===== config.mk =====
export PLATFORM = sky130hd
export DESIGN_NAME = sort_frame_ctrl_flat
export DESIGN_NICKNAME = d
export VERILOG_FILES = /design/src/rtl/sort_frame_ctrl_pkg.sv /design/src/rtl/sort_frame_ctrl_if.sv /design/src/rtl/sort_frame_ctrl_wdt.sv /design/src/rtl/sort_frame_ctrl.sv /design/src/flat_wrapper.sv
export SDC_FILE = /design/constraint.sdc
export NUM_CORES = 1
export LEC_CHECK = 0
export ABC_AREA = 1
export CORE_MARGIN = 8
export CORE_UTILIZATION = 50
export CTS_CLUSTER_SIZE = 12
export DETAILED_ROUTE_END_ITERATION = 6
export GPL_ROUTABILITY_DRIVEN = 0
export GPL_TIMING_DRIVEN = 0
export PLACE_DENSITY = 0.8
export SYNTH_ARGS = -nofsm -noshare
export SYNTH_HDL_FRONTEND = slang
export SYNTH_SLANG_ARGS = --single-unit

===== constraint.sdc =====
create_clock -name clk -period 3 [get_ports clk]
set_input_delay 0.6 -clock clk [delete_from_list [all_inputs] [get_ports clk]]
set_output_delay 0.6 -clock clk [all_outputs]
set_load 0.01 [all_outputs]

===== src/rtl/sort_frame_ctrl_pkg.sv =====
// Shared definitions for the frame controller and the sorter core it supervises.
package sort_pkg;

  localparam int SORT_N       = 6;
  localparam int SORT_WIDTH   = 8;
  localparam int SORT_TIMEOUT = 64;

  typedef logic [SORT_WIDTH-1:0] sort_word_t;

  typedef enum logic [1:0] {
    COLLECT = 2'd0,
    KICK    = 2'd1,
    WAIT    = 2'd2,
    DRAIN   = 2'd3
  } sort_ctl_state_t;

  // Counter width that stays at least one bit for degenerate sizes.
  function automatic int cnt_width(input int n);
    return (n > 1) ? $clog2(n) : 1;
  endfunction

endpackage


===== src/rtl/sort_frame_ctrl_if.sv =====
// Stream, sorter and status signals of the frame controller; master = controller side.
// Handshake: a word moves on a rising edge where valid && ready; valid never waits for ready,
// and a source holding valid keeps its data stable until the transfer happens.
interface sort_frame_if #(
  parameter int N     = 6,
  parameter int WIDTH = 8
);

  logic                     s_valid;
  logic                     s_ready;
  logic [WIDTH-1:0]         s_data;
  logic                     m_valid;
  logic                     m_ready;
  logic [WIDTH-1:0]         m_data;
  logic                     m_last;
  logic                     sort_start;
  logic [N-1:0][WIDTH-1:0]  sort_data_in;
  logic                     sort_done;
  logic [N-1:0][WIDTH-1:0]  sort_data_sorted;
  logic                     busy;
  logic                     err;
  logic                     clr_err;

  modport master (
    input  s_valid, s_data, m_ready, sort_done, sort_data_sorted, clr_err,
    output s_ready, m_valid, m_data, m_last, sort_start, sort_data_in, busy, err
  );

  modport slave (
    output s_valid, s_data, m_ready, sort_done, sort_data_sorted, clr_err,
    input  s_ready, m_valid, m_data, m_last, sort_start, sort_data_in, busy, err
  );

endinterface


===== src/rtl/sort_frame_ctrl_wdt.sv =====
// Saturating watchdog for the sorter: expired_o once TIMEOUT-1 enabled cycles have elapsed.
module sort_wdt
  import sort_pkg::*;
#(
  parameter int TIMEOUT = SORT_TIMEOUT
) (
  input  logic clk,
  input  logic rst_n,
  input  logic clr_i,
  input  logic en_i,
  output logic expired_o
);

  localparam int              CW    = cnt_width(TIMEOUT);
  localparam logic [CW-1:0]   LIMIT = CW'(TIMEOUT - 1);

  logic [CW-1:0] cnt_q, cnt_d;

  // Clear has priority so a KICK always restarts a full window.
  always_comb begin
    cnt_d = cnt_q;
    if (clr_i) begin
      cnt_d = '0;
    end else if (en_i && (cnt_q != LIMIT)) begin
      cnt_d = cnt_q + CW'(1);
    end
  end

  always_ff @(posedge clk or negedge rst_n) begin
    if (!rst_n) begin
      cnt_q <= '0;
    end else begin
      cnt_q <= cnt_d;
    end
  end

  assign expired_o = (cnt_q == LIMIT);

endmodule


===== src/rtl/sort_frame_ctrl.sv =====
// Frame front-end for the parallel sorter: collect N words, kick the sorter, replay the result.
module sort_frame_ctrl
  import sort_pkg::*;
#(
  parameter int N       = SORT_N,
  parameter int WIDTH   = SORT_WIDTH,
  parameter int TIMEOUT = SORT_TIMEOUT
) (
  input  logic            clk,
  input  logic            rst_n,
  sort_frame_if.master    bus,
  output sort_ctl_state_t state_o
);

  localparam int            CW       = cnt_width(N);
  localparam logic [CW-1:0] LAST_IDX = CW'(N - 1);

  sort_ctl_state_t         state_q, state_d;
  logic [CW-1:0]           wr_cnt_q, wr_cnt_d;
  logic [CW-1:0]           rd_cnt_q, rd_cnt_d;
  logic [N-1:0][WIDTH-1:0] frame_q, frame_d;
  logic [N-1:0][WIDTH-1:0] obuf_q, obuf_d;
  logic [WIDTH-1:0]        m_data_q, m_data_d;
  logic                    m_valid_q, m_valid_d;
  logic                    m_last_q, m_last_d;
  logic                    err_q, err_d;
  logic                    wdt_clr, wdt_en, wdt_expired;
  logic                    timeout;

  assign wdt_clr = (state_q == KICK);
  assign wdt_en  = (state_q == WAIT);

  sort_wdt #(
    .TIMEOUT (TIMEOUT)
  ) u_wdt (
    .clk       (clk),
    .rst_n     (rst_n),
    .clr_i     (wdt_clr),
    .en_i      (wdt_en),
    .expired_o (wdt_expired)
  );

  // A done in the expiring cycle still counts as success.
  assign timeout = (state_q == WAIT) && wdt_expired && !bus.sort_done;

  always_comb begin
    state_d   = state_q;
    wr_cnt_d  = wr_cnt_q;
    rd_cnt_d  = rd_cnt_q;
    frame_d   = frame_q;
    obuf_d    = obuf_q;
    m_data_d  = m_data_q;
    m_valid_d = m_valid_q;
    m_last_d  = m_last_q;
    err_d     = err_q;

    if (bus.clr_err) begin
      err_d = 1'b0;
    end
    if (timeout) begin
      err_d = 1'b1;
    end

    case (state_q)
      COLLECT: begin
        // The frame register is the sorter input, so it is frozen once we leave COLLECT.
        if (bus.s_valid) begin
          frame_d[wr_cnt_q] = bus.s_data;
          if (wr_cnt_q == LAST_IDX) begin
            wr_cnt_d = '0;
            state_d  = KICK;
          end else begin
            wr_cnt_d = wr_cnt_q + CW'(1);
          end
        end
      end
      KICK: begin
        state_d = WAIT;
      end
      WAIT: begin
        if (bus.sort_done) begin
          obuf_d    = bus.sort_data_sorted;
          rd_cnt_d  = '0;
          m_data_d  = bus.sort_data_sorted[0];
          m_valid_d = 1'b1;
          m_last_d  = 1'b0;
          state_d   = DRAIN;
        end else if (wdt_expired) begin
          state_d = COLLECT;
        end
      end
      DRAIN: begin
        if (bus.m_ready) begin
          if (m_last_q) begin
            m_valid_d = 1'b0;
            m_last_d  = 1'b0;
            state_d   = COLLECT;
          end else begin
            rd_cnt_d = rd_cnt_q + CW'(1);
            m_data_d = obuf_q[rd_cnt_d];
            m_last_d = (rd_cnt_d == LAST_IDX);
          end
        end
      end
      default: begin
        state_d = COLLECT;
      end
    endcase
  end

  always_ff @(posedge clk or negedge rst_n) begin
    if (!rst_n) begin
      state_q <= COLLECT;
    end else begin
      state_q <= state_d;
    end
  end

  always_ff @(posedge clk or negedge rst_n) begin
    if (!rst_n) begin
      wr_cnt_q  <= '0;
      rd_cnt_q  <= '0;
      frame_q   <= '0;
      obuf_q    <= '0;
      m_data_q  <= '0;
      m_valid_q <= 1'b0;
      m_last_q  <= 1'b0;
      err_q     <= 1'b0;
    end else begin
      wr_cnt_q  <= wr_cnt_d;
      rd_cnt_q  <= rd_cnt_d;
      frame_q   <= frame_d;
      obuf_q    <= obuf_d;
      m_data_q  <= m_data_d;
      m_valid_q <= m_valid_d;
      m_last_q  <= m_last_d;
      err_q     <= err_d;
    end
  end

  assign bus.s_ready      = (state_q == COLLECT);
  assign bus.busy         = (state_q != COLLECT);
  assign bus.sort_start   = (state_q == KICK);
  assign bus.sort_data_in = frame_q;
  assign bus.m_valid      = m_valid_q;
  assign bus.m_data       = m_data_q;
  assign bus.m_last       = m_last_q;
  assign bus.err          = err_q;
  assign state_o          = state_q;

endmodule

===== src/flat_wrapper.sv =====
// flat-port wrapper written by rule: the top's interface ports become plain ports
module sort_frame_ctrl_flat import sort_pkg::*;
#(
  parameter int N       = SORT_N,
  parameter int WIDTH   = SORT_WIDTH,
  parameter int TIMEOUT = SORT_TIMEOUT
)
  (clk, rst_n, state_o, bus_s_valid, bus_s_data, bus_m_ready, bus_sort_done, bus_sort_data_sorted, bus_clr_err, bus_s_ready, bus_m_valid, bus_m_data, bus_m_last, bus_sort_start, bus_sort_data_in, bus_busy, bus_err);
  sort_frame_if #(.N(N), .WIDTH(WIDTH)) bus_i ();
  input  logic clk;
  input  logic rst_n;
  output sort_ctl_state_t state_o;
  input wire logic [$bits(bus_i.s_valid)-1:0] bus_s_valid;
  input wire logic [$bits(bus_i.s_data)-1:0] bus_s_data;
  input wire logic [$bits(bus_i.m_ready)-1:0] bus_m_ready;
  input wire logic [$bits(bus_i.sort_done)-1:0] bus_sort_done;
  input wire logic [$bits(bus_i.sort_data_sorted)-1:0] bus_sort_data_sorted;
  input wire logic [$bits(bus_i.clr_err)-1:0] bus_clr_err;
  output wire logic [$bits(bus_i.s_ready)-1:0] bus_s_ready;
  output wire logic [$bits(bus_i.m_valid)-1:0] bus_m_valid;
  output wire logic [$bits(bus_i.m_data)-1:0] bus_m_data;
  output wire logic [$bits(bus_i.m_last)-1:0] bus_m_last;
  output wire logic [$bits(bus_i.sort_start)-1:0] bus_sort_start;
  output wire logic [$bits(bus_i.sort_data_in)-1:0] bus_sort_data_in;
  output wire logic [$bits(bus_i.busy)-1:0] bus_busy;
  output wire logic [$bits(bus_i.err)-1:0] bus_err;
  assign bus_i.s_valid = bus_s_valid;
  assign bus_i.s_data = bus_s_data;
  assign bus_i.m_ready = bus_m_ready;
  assign bus_i.sort_done = bus_sort_done;
  assign bus_i.sort_data_sorted = bus_sort_data_sorted;
  assign bus_i.clr_err = bus_clr_err;
  assign bus_s_ready = bus_i.s_ready;
  assign bus_m_valid = bus_i.m_valid;
  assign bus_m_data = bus_i.m_data;
  assign bus_m_last = bus_i.m_last;
  assign bus_sort_start = bus_i.sort_start;
  assign bus_sort_data_in = bus_i.sort_data_in;
  assign bus_busy = bus_i.busy;
  assign bus_err = bus_i.err;
  sort_frame_ctrl #(.N(N), .WIDTH(WIDTH), .TIMEOUT(TIMEOUT)) u_core (.clk(clk), .rst_n(rst_n), .bus(bus_i), .state_o(state_o));
endmodule

* After elaboration in Yosys (flattened, before gate mapping)
Cells that the tools add are included.
** Cells by class
- Add/subtract/negate cells :: 3
- Order comparisons :: 3
- Equality and inequality tests :: 14
- Muxes and demuxes :: 33
- Reduce and logical (&&, ||, !) cells :: 16
** Operator list (number)
- $bwmux 48 :: 1
- $mux 8 :: 5
- $bmux 8 s3 :: 1
- $demux 8 s3 :: 1
- $pmux 8 s2 :: 1
- $mux 2 :: 6
- $mux 3 :: 4
- $mux 6 :: 2
- $lt 3x4->1 const B :: 2
- $mux 1 :: 8
- $ne 2x2->1 const B :: 4
- $pmux 2 s4 :: 1
- $reduce_and 4->1 :: 2
- $reduce_bool 2->1 :: 4
- $add 3x1->3 const B :: 2
- $add 6x1->6 const B :: 1
- $eq 3x3->1 const B :: 2
- $eq 6x6->1 const B :: 1
- $ne 6x6->1 const B :: 1
- $pmux 3 s2 :: 1
- $reduce_and 5->1 :: 1
- $eq 2x2->1 const B :: 2
- $logic_and 1x1->1 :: 4
- $ne 2x1->1 const B :: 2
- 8 further kinds :: 10
** Word-level totals
- Bits in registers :: 121
- Input bits :: 62
- Output and inout port bits :: 64
- Word-level logic and storage cells :: 89

* Longest topological paths before layout
- Depth in word-level cells :: 6
- Gate-level depth with buffers :: 12
- Gate-level depth less buffers :: 9

* Cells and area by module
Synthesis repeated with hierarchy kept, for this count alone.
** Second synthesis, totals
- Cells, all modules :: 674
- Area, all modules :: 5670.4 µm²
** Modules (own cells, without submodules)
- sort_frame_ctrl :: times used 1, cells an instance 621, area an instance 5271.3 µm², sequential area each 2877.8 µm²
- sort_wdt :: times used 1, cells an instance 53, area an instance 399.1 µm², sequential area each 150.1 µm²

* Worst setup path after synthesis
Ideal clock, no wire load.
- Kind :: register -> register
- Start point :: register u_core.rd_cnt_q[0]
- End point :: register u_core.m_data_q[0] (netlist: u_core.bus.m_data[0])
- Setup time :: 0.116 ns
- Arrival time :: 1.979 ns
- Required time :: 2.884 ns
- Slack :: 0.904 ns
- Cell stages (with the launch flop) :: 13
- Clock period less this slack :: 2.096 ns
- Cell sequence :: dfrtp_1 buf_2 clkinv_1 buf_2 ha_1 buf_2 clkinv_1 nand3_1 nor2_1 nor2_1 nand2_1 nand2_1 nand2_1
** On the way
- Word-level cells in the longest chain between the ends :: 6
** RTL lines
- start: declaration :: RTL line sort_frame_ctrl.sv:20 : logic [CW-1:0] rd_cnt_q, rd_cnt_d;
- start signal: assignment :: RTL line sort_frame_ctrl.sv:131 : rd_cnt_q <= rd_cnt_d;
- $add 3x1->3 :: RTL line sort_frame_ctrl.sv:99 : rd_cnt_d = rd_cnt_q + CW'(1);
- $bmux 8 s3 :: RTL line sort_frame_ctrl.sv:100 : m_data_d = obuf_q[rd_cnt_d];
- $mux 8 (implied by the code) :: RTL line sort_frame_ctrl.sv:100
- $mux 8 :: RTL line sort_frame_ctrl.sv:94 : if (m_last_q) begin
- $mux 8 :: RTL line sort_frame_ctrl.sv:93 : if (bus.m_ready) begin
- $pmux 8 s2 :: RTL line sort_frame_ctrl.sv:64 : case (state_q)
- end signal: assignment :: RTL line sort_frame_ctrl.sv:134 : m_data_q <= m_data_d;
- end: declaration :: RTL line sort_frame_ctrl.sv:23 : logic [WIDTH-1:0] m_data_q, m_data_d;
No other way between the ends. The select of a mux whose other input is x is not followed.
A chain may end at the register's enable or synchronous reset.

* Final worst setup path
- Start point :: register u_core.rd_cnt_q[0]
- End point :: register u_core.m_data_q[3] (netlist: u_core.bus.m_data[3])
The elaborated chain is that of the path after synthesis.

==> metrics <==
status=finished with violations; failing checks=negative hold slack; Post-DP Area=6920 um2; Core ar.=10700 um2; Post-Syn Instances=639; Top-Level Pins=126; Slew Limit Headroom=0.668; initial DRC count=350; number of global-route vias before repair=5293; Syn Nets=704; Tot GR Track Use=0.223; global-route wire length before repair=25400 um; largest net degree at the start of global routing=78; row count=38; Port Buffers=125; delay-heaviest family, CP=buffers and inverters; Yosys Warn Count=0; synthesized area per cell=8.56 um2; vias per cell=5.18; layout cells sized above 1=0.0941; Clk pin slew, worst setup/hold paths=60 ps; top-count cell post-synth=nand2_1; GRT met1 Usage=0.224; TritonCTS clock tree=done; clk sinks=121; Worst path slowest cell=dfrtp_1; synthesized area=5470 um2; Post-synth EDFFs=0; busiest grt layer=met2; critical path type=flop to flop; worst path arrival time=3120 ps; final WL=15700 um; Worst path max stage delay=350 ps; Starting Density=0.509; HPWL Detailed=11100 um; Detail Route Antenna Nets=0; Int Pwr=4.91 mW; post_cts resized=0; Clock power frac=0.268; switching part of the total=0.351; number of H-tree levels=4; net count reported at finish=849; CP Launch Type=flop; sequential area share after synthesis=0.554; Worst VDD drop=643 uV; WL/cell=16.8 um; CTS root buf=clkbuf_8; largest fanout on the critical path=10; area delta synth->final=37.4%; crit path cell chain=buf_2 -> clkinv_1 -> buf_2 -> ha_1 -> buf_2 -> clkinv_1 -> nand3_2 -> nor2_1 -> nor2_1 -> nand2_1 -> nand2_1 -> nand2_1; hold slack=-2.00 ps; Hold-fix buffers, CTS=0; Synth top area share=0.554; met2 Usage GRT=0.392; period utilization=0.906; Post-CTS Setup Bufs=0; flop and latch count out of synthesis=121; Worst-Margin Slew=498 ps; die area=14500 um2; Max Freq=0.368 GHz; Synth Flop Type=dfrtp_1; min-delay worst type=primary input to asynchronous set/reset pin; post-synth top area cell=dfrtp_1; n_diodes=0; r2r setup slk=280 ps; final hold vios=8; Num CTS Buffers=17; Post-synth ARST share=1.00; Commonest cells post-synth=166 x nand2_1, 121 x dfrtp_1, 96 x nor2_1; R2R cell count=12; CP endpoint kind=flop; die extent in x=121 um; fin area=7510 um2; sequential share of power=0.354; First-pass DRT Iterations=6; power density over cell area=1010 nW/um2; # setup viols final=0; met3 Usage GRT=0.100; ranking of synthesized cells by area=dfrtp_1 55%, nand2_1 11%, nor2_1 6.6%; Distinct cells, synth=31; Comb power frac=0.378; total gr overflow=0; Post-route DRC=0; clk_lat worst skew=520 ps; Slew Limit Fails=0; Final Core Density=0.699; Crit path required time=3410 ps; Lkg Pwr=3.68 nW; Psw=2.66 mW; post-route setup TNS=0 ps; min Tclk post-route=2720 ps; max_cap viols=0; WP depth=12; DR vias=4849; initial antenna violation count=0; Clock Skews=10.2 ps; Die Y=121 um; RSZ-0062 raised after global routing=no; maximum clock insertion buffer count=2; Buf/Inv on CP=5
state kept, by name, summed over array words and instances (netlist names):
name and cells:
u_core.wr_cnt_q 3, u_core.bus.m_last 1, u_core.u_wdt.cnt_q 6, u_core.rd_cnt_q 3, u_core.state_o 2, u_core.bus.sort_data_in 48, u_core.bus.err 1, u_core.bus.m_data 8
u_core.obuf_q 48, u_core.bus.m_valid 1
path summary, 6_finish.rpt:
path | startpoint | end
min reg2reg | u_core.bus.sort_data_in[13] | u_core.bus.sort_data_in[13]
max | u_core.rd_cnt_q[0] | u_core.bus.m_data[3]
max reg2reg | u_core.rd_cnt_q[0] | u_core.bus.m_data[3]
max in group asynchronous | rst_n | u_core.bus.sort_data_in[33]
min | rst_n | u_core.obuf_q[18]
min in group clk | u_core.bus.sort_data_in[13] | u_core.bus.sort_data_in[13]
area by class of cell:
cell class	instances	area, um2
Timing Repair Buffer	126	1280
Buffer	24	174
Clock inverter	11	148
Clock buffer	21	439
Tap cell	140	175
Sequential cell	121	3030
Multi-Input combinational cell	418	1980
Inverter	76	290
Fill cell	852	3230
metal layers:
metal | wire [um] | part of all wire | vias to the layer above
met5 | 0 | 0 | -
met4 | 360 | 0.023 | 0
met3 | 1600 | 0.10 | 36
met2 | 7940 | 0.50 | 206
met1 | 5850 | 0.37 | 2310
li1 | - | - | 2297
power groups by stage:
stage / sequential (mW) / clock [mW] / combinational, mW
2_1_floorplan: 2.78 / 0 / 1.39
3_3_place_gp: 2.65 / 0 / 2.73
3_5_place_dp: 2.68 / 0 / 2.82
4_1_cts: 2.68 / 2.03 / 2.88
5_1_grt: 2.75 / 2.12 / 3.15
6_report: 2.68 / 2.03 / 2.86
cells in the final DEF (no fill, tap or decap), drive strengths merged, types with 3 or more instances in the layout:
cell type      netlist  routed
a21oi               41      41
buf                 21      23
bufinv               0       3
clkbuf               3      24
clkdlybuf4s50        0     124
clkinv               2       6
clkinvlp             0       4
dfrtp              121     121
ha                   3       3
inv                 74      74
mux2                 8       8
nand2              168     168
nand3               28      28
nand4                5       5
nor2                99      99
o21ai               62      62
stage by stage:
| step | instances | total power, mW | setup WS (ps) |
|---|---|---|---|
| after detailed placement | 905 | 5.50 | 272 |
| final | 937 | 7.57 | 283 |
| after CTS | 937 | 7.59 | 241 |
| after floorplan | 639 | 4.17 | 904 |
| after global placement | 904 | 5.38 | -3180 |
| after global routing | 937 | 8.02 | 79.1 |
cell families (layout without fill, tap and decap cells):
| group | after synthesis | in the layout | synth area share |
|---|---|---|---|
| AND/OR/NAND/NOR | 300 | 300 | 0.233 |
| XOR/XNOR | 2 | 2 | 0.00320 |
| flip-flops | 121 | 121 | 0.554 |
| adder cells (fa/ha/maj) | 3 | 3 | 0.00687 |
| multiplexers | 8 | 8 | 0.0165 |
| AO/OA/AOI/OAI | 105 | 105 | 0.102 |
| buffers and inverters | 100 | 258 | 0.0849 |
Power figures use the tool's default switching activity.
